**src/rtl/fetch_queue.sv**
```systemverilog
// Instruction-fetch front end: PC generator, one-deep ROM request tracker and a
// DEPTH-entry prefetch FIFO of {pc, instr}. Optional FETCH_BYPASS_EN macro adds an empty-FIFO bypass.
module fetch_queue #(
  parameter int              PC_W     = 12,
  parameter int              INSTR_W  = 15,
  parameter int              DEPTH    = 4,
  parameter logic [PC_W-1:0] RESET_PC = 'o4000
) (
  input  logic                         clock,
  input  logic                         reset_n,
  output logic [PC_W-1:0]              rom_addr,
  output logic                         rom_req,
  input  logic [INSTR_W-1:0]           rom_data,
  input  logic                         redirect,
  input  logic [PC_W-1:0]              redirect_pc,
  input  logic                         fetch_hold,
  output logic                         out_valid,
  output logic [INSTR_W-1:0]           out_instr,
  output logic [PC_W-1:0]              out_pc,
  input  logic                         out_ready,
  output logic [$clog2(DEPTH+1)-1:0]   count
);

  localparam int CNT_W = $clog2(DEPTH + 1);
  localparam int PTR_W = $clog2(DEPTH);

  logic [PC_W-1:0]    pc_q, pc_d;
  logic               inflight_q;
  logic [PC_W-1:0]    tag_q;
  logic [CNT_W-1:0]   count_q, count_d;
  logic [PTR_W-1:0]   wptr_q, wptr_d;
  logic [PTR_W-1:0]   rptr_q, rptr_d;
  logic [PC_W-1:0]    last_pc_q, last_pc_d;
  logic [INSTR_W-1:0] last_instr_q, last_instr_d;

  logic [PC_W-1:0]    pc_mem    [DEPTH];
  logic [INSTR_W-1:0] instr_mem [DEPTH];

  logic               fifo_nonempty;
  logic               pop_fifo;
  logic               resp_vld;
  logic               bypass_vld;
  logic               bypass_take;
  logic               push;
  logic [CNT_W:0]     occupancy;
  logic               credit_ok;

  assign fifo_nonempty = (count_q != '0);
  assign pop_fifo      = fifo_nonempty & out_ready & ~redirect;
  assign resp_vld      = inflight_q & ~redirect;

`ifdef FETCH_BYPASS_EN
  // An arriving response skips the FIFO when nothing older is queued.
  assign bypass_vld  = ~fifo_nonempty & resp_vld;
  assign bypass_take = bypass_vld & out_ready;
`else
  assign bypass_vld  = 1'b0;
  assign bypass_take = 1'b0;
`endif

  assign push = resp_vld & ~bypass_take;

  // Credits count queued entries plus the outstanding read, minus this cycle's pop.
  assign occupancy = {1'b0, count_q} + (CNT_W+1)'(inflight_q) - (CNT_W+1)'(pop_fifo);
  assign credit_ok = (occupancy < (CNT_W+1)'(DEPTH));

  assign rom_req  = reset_n & ~redirect & ~fetch_hold & credit_ok;
  assign rom_addr = pc_q;
  assign count    = count_q;

  always_comb begin
    out_valid = fifo_nonempty | bypass_vld;
    if (fifo_nonempty) begin
      out_pc    = pc_mem[rptr_q];
      out_instr = instr_mem[rptr_q];
    end else if (bypass_vld) begin
      out_pc    = tag_q;
      out_instr = rom_data;
    end else begin
      out_pc    = last_pc_q;
      out_instr = last_instr_q;
    end
  end

  always_comb begin
    pc_d         = pc_q;
    count_d      = count_q;
    wptr_d       = wptr_q;
    rptr_d       = rptr_q;
    last_pc_d    = last_pc_q;
    last_instr_d = last_instr_q;
    if (redirect) begin
      pc_d    = redirect_pc;
      count_d = '0;
      wptr_d  = '0;
      rptr_d  = '0;
    end else begin
      if (rom_req) pc_d = pc_q + PC_W'(1);
      if (push)    wptr_d = wptr_q + PTR_W'(1);
      if (pop_fifo) begin
        rptr_d       = rptr_q + PTR_W'(1);
        last_pc_d    = pc_mem[rptr_q];
        last_instr_d = instr_mem[rptr_q];
      end else if (bypass_take) begin
        last_pc_d    = tag_q;
        last_instr_d = rom_data;
      end
      count_d = count_q + CNT_W'(push) - CNT_W'(pop_fifo);
    end
  end

  always_ff @(posedge clock or negedge reset_n) begin
    if (!reset_n) begin
      pc_q         <= RESET_PC;
      inflight_q   <= 1'b0;
      count_q      <= '0;
      wptr_q       <= '0;
      rptr_q       <= '0;
      last_pc_q    <= '0;
      last_instr_q <= '0;
    end else begin
      pc_q         <= pc_d;
      inflight_q   <= rom_req;
      count_q      <= count_d;
      wptr_q       <= wptr_d;
      rptr_q       <= rptr_d;
      last_pc_q    <= last_pc_d;
      last_instr_q <= last_instr_d;
    end
  end

  // Data-only storage: the request tag and FIFO payload need no reset.
  always_ff @(posedge clock) begin
    if (rom_req) tag_q <= pc_q;
    if (push) begin
      pc_mem[wptr_q]    <= tag_q;
      instr_mem[wptr_q] <= rom_data;
    end
  end

  a_no_push_full: assert property (@(posedge clock) disable iff (!reset_n)
    !(push && (count_q == CNT_W'(DEPTH))));

endmodule

```
**config.mk**
```make
export PLATFORM = sky130hd
export DESIGN_NAME = fetch_queue
export DESIGN_NICKNAME = d
export VERILOG_FILES = /design/src/rtl/fetch_queue.sv
export SDC_FILE = /design/constraint.sdc
export NUM_CORES = 1
export LEC_CHECK = 0
export BUFFER_PORTS_ARGS = -buffer_cell sky130_fd_sc_hd__buf_2
export CELL_PAD_IN_SITES_DETAIL_PLACEMENT = 1
export CELL_PAD_IN_SITES_GLOBAL_PLACEMENT = 1
export CORE_UTILIZATION = 37
export CTS_CLUSTER_SIZE = 40
export DETAILED_ROUTE_END_ITERATION = 12
export GPL_ROUTABILITY_DRIVEN = 1
export PLACE_DENSITY_LB_ADDON = 0.2
export SYNTH_ARGS = -nofsm -noshare
export SYNTH_HDL_FRONTEND = slang
export SYNTH_SLANG_ARGS = --single-unit
export TNS_END_PERCENT = 30
```
**constraint.sdc**
```tcl
create_clock -name clock -period 3.23 [get_ports clock]
set_input_delay 0.1615 -clock clock [delete_from_list [all_inputs] [get_ports clock]]
set_output_delay 0.1615 -clock clock [all_outputs]
set_load 0.02 [all_outputs]
```
==> results.yml <==
status:
  status: "finished with violations"
  violations: "DRC"
critical_path:
  required_ns: 3.07
  timing_worst_setup_path_type: "reg2out"
  rr_worst_depth: 8
  path_max_fanout: 6
  worstPathArrival_ns: 2.94
  end_kind: "output pin"
  cp-start-kind: "flip-flop"
global_routing:
  antenna_found_initial: 0
  grt_overflow_total: 0
  grt_pass1_vias: 4125
  grt_pass1_wl_um: 22900
  grt_max_degree: 40
  grt_usage: 0.159
clock_tree:
  h-tree-depth: 4
  clk_path_buf_depth: 2
  clkLatencyLatePin_ns: 0.42
  cts_tree: "yes"
  numCtsBuffers: 17
  path_clk_slew_ns: 0.06
  cts-root-buf: "clkbuf_16"
  clock_sinks: 167
synth:
  synth_xor_area_frac: 0.0178
  syn_avg_cell_area_um2: 17.7
  yosys_most_used_dff: "edfxtp_1"
  synth_nets: 429
  ys_seq_area_frac: 0.694
  synthCells: 388
  synth-compound-area-share: 0.0302
  synthArstFlopShare: 0.281
  synth_edf_count: 120
  synthAdderAreaFrac: 0.0174
  ys_seq_elements: 167
  synth_top_family_by_area: "multiplexers"
  yosysUniqueCellTypes: 44
  synth_area_mm2: 0.00688
  synth.area.mux_share: 0.178
  yosys_warnings: 0
  synth-simple-area-share: 0.0469
drt:
  drt_first_pass_iters: 8
  avgViaCountPerCell: 5.09
  post-route-drc-count: 14
  ant_nets: 0
  wire_per_inst_um: 18.9
  drt-initial-drc-count: 139
  vias: 3807
  routed_wl_um: 14100
cells_and_area:
  final_nets: 548
  n_antenna_cell: 0
  areaGrowthSynthToFinish_pct: 23.1
  finalInstanceArea_mm2: 0.00848
  drive_above_1_share: 0.412
placed_design:
  hpwl_um: 9000
  place.gp.congestion: 0.741
  pre_cts_ws_ns: 0.127
  dpl_cell_area_mm2: 0.00761
  portBuffers: 75
sta:
  tightest_slew_ns: 0.937
  fin_skew_ns: 0.00854
  fin_crit_sh: 0.961
  fmax_mhz: 322
  hold_viol_final: 0
  slew_headroom: 0.374
  setup_ws_ns: 0.127
  period_needed_ns: 3.10
  drv_slew: 0
  fin_setup_tns_ns: 0
  setup_violations: 0
  rsz0062_at_grt: "false"
floorplanning:
  chipHeight_um: 138
  initial_core_util: 0.381
  rows: 49
  coreArea_mm2: 0.0181
  pin_count: 76
  dieWidth_um: 138
  die-area_mm2: 0.0192
power_and_ir_drop:
  vdd_drop_max_mv: 0.448
  powerDensity_mw_per_mm2: 793
  totalPowerFinal_uw: 6720
  p_leak_uw: 0.00308
min_path:
  min_path_cells: 3
  hold_path.class: "in2reg"
job:
  cap_viol_max_count: 0
[metal layers]
| layer | GRT usage | routed length (um) | up-vias |
|---|---|---|---|
| met5 | 0 | 0 | - |
| met4 | 0.0621 | 239 | 0 |
| met3 | 0.0374 | 447 | 16 |
| met2 | 0.257 | 6850 | 78 |
| met1 | 0.208 | 6600 | 1971 |
| li1 | - | - | 1742 |
[final cells by class]
type / count / area, um2
clock buffers: 23 / 488
clock inverters: 8 / 96.3
fillers: 1741 / 9610
inverters: 8 / 30.0
multi-input cells: 196 / 2020
flip-flops and latches: 167 / 4790
well taps: 229 / 287
repair buffers: 117 / 768
[repair_timing]
item                                   CTS  global route
pin swaps                                1             0
resized for setup                        3             2
hold buffers                            26             0
setup endpoints to repair                1             1
buffers inserted                         1             0
endpoints found under the hold margin   78             0
[kinds of logic (layout without fill, tap and decap cells)]
group / count (synthesis) / in the layout
DFF: 167 / 167
muxes: 82 / 82
and+or+nand+nor: 62 / 62
AOI/OAI and AO/OA: 29 / 29
buffers and inverters: 25 / 156
xor gates and xnor gates: 14 / 14
adders and majority gates: 9 / 9
[per-stage QoR]
step	cells	utilization	hold WS [ns]
after floorplan	388	-	-0.134
after global placement	690	0.421	0.0811
after detailed placement	690	0.421	0.0922
after CTS	748	0.468	0.0501
after global routing	748	0.469	0.0681
final	748	0.469	0.0669
[state kept, by name, summed over array words and instances, names as in the netlist]
| name | cells |
|---|---|
| inflight_q | 1 |
| last_pc_q | 12 |
| count | 3 |
| rptr_q | 2 |
| last_instr_q | 15 |
| instr_mem | 60 |
| tag_q | 12 |
| pc_mem | 48 |
| rom_addr | 12 |
| wptr_q | 2 |
[path summary, 6_finish.rpt]
check                          startpoint      endpoint  slack (ns)
max                            inflight_q       rom_req        0.13
min                        redirect_pc[4]   rom_addr[4]        0.07
max reg2reg                    inflight_q   rom_addr[5]        0.38
min reg2reg                      tag_q[4]  pc_mem[0][4]        0.50
max in group asynchronous         reset_n      count[0]        2.12
min in group asynchronous         reset_n    inflight_q        0.19
[power breakdown]
| part | leakage (uW) | internal (uW) | total [uW] | switching [uW] |
|---|---|---|---|---|
| registers | 0.00165 | 2570 | 2750 | 181 |
| logic | 0.00115 | 940 | 1980 | 1040 |
| clock network | 0.000279 | 1210 | 1990 | 782 |
| total | 0.00308 | 4720 | 6720 | 2000 |
[worst max-delay path, cell delays in order (launching register included)]
cell     delay, ns
dfrtp_1       0.47
or3_4         0.46
ha_1          0.30
a211o_1       0.32
o31ai_1       0.33
nor2_2        0.14
a31oi_2       0.18
buf_4         0.16
buf_2         0.16
[cell usage in the layout, fill, tap and decap left out, types with 7 or more instances in the layout]
master           n
a31oi_1          7
buf_2           75
buf_4           15
clkbuf_16       17
dfrtp_1         42
dlygate4sd3_1   26
edfxtp_1       120
ha_1             8
inv_1            8
mux2_2          54
mux4_2          27
nand2_1         19
nor2_1           9
o21ai_0         10
xnor2_1         10
[cells in the mapped netlist (2+ instances only)]
cell type  instances  area (um2)
or3_1              2        12.5
nand4_1            2        12.5
o31a_1             3        26.3
edfxtp_1         120        3600
a211o_1            2        17.5
nor3b_1            2        15.0
a31oi_1            8        50.1
xor2_1             4        35.0
nand2_1           19        71.3
inv_1              8        30.0
mux4_2            27         608
nor2b_1            3        18.8
nand2b_1           2        12.5
o21ai_0           10        50.1
xnor2_1           10        87.6
dfrtp_1           46        1150
and2_1             4        25.0
nor2_1            11        41.3
mux2_2            54         608
ha_1               8         100
and3_1             2        12.5
buf_2              2        10.0
nand3_1            6        30.0
clkbuf_1          13        48.8
(Power assumes the default switching activity.)
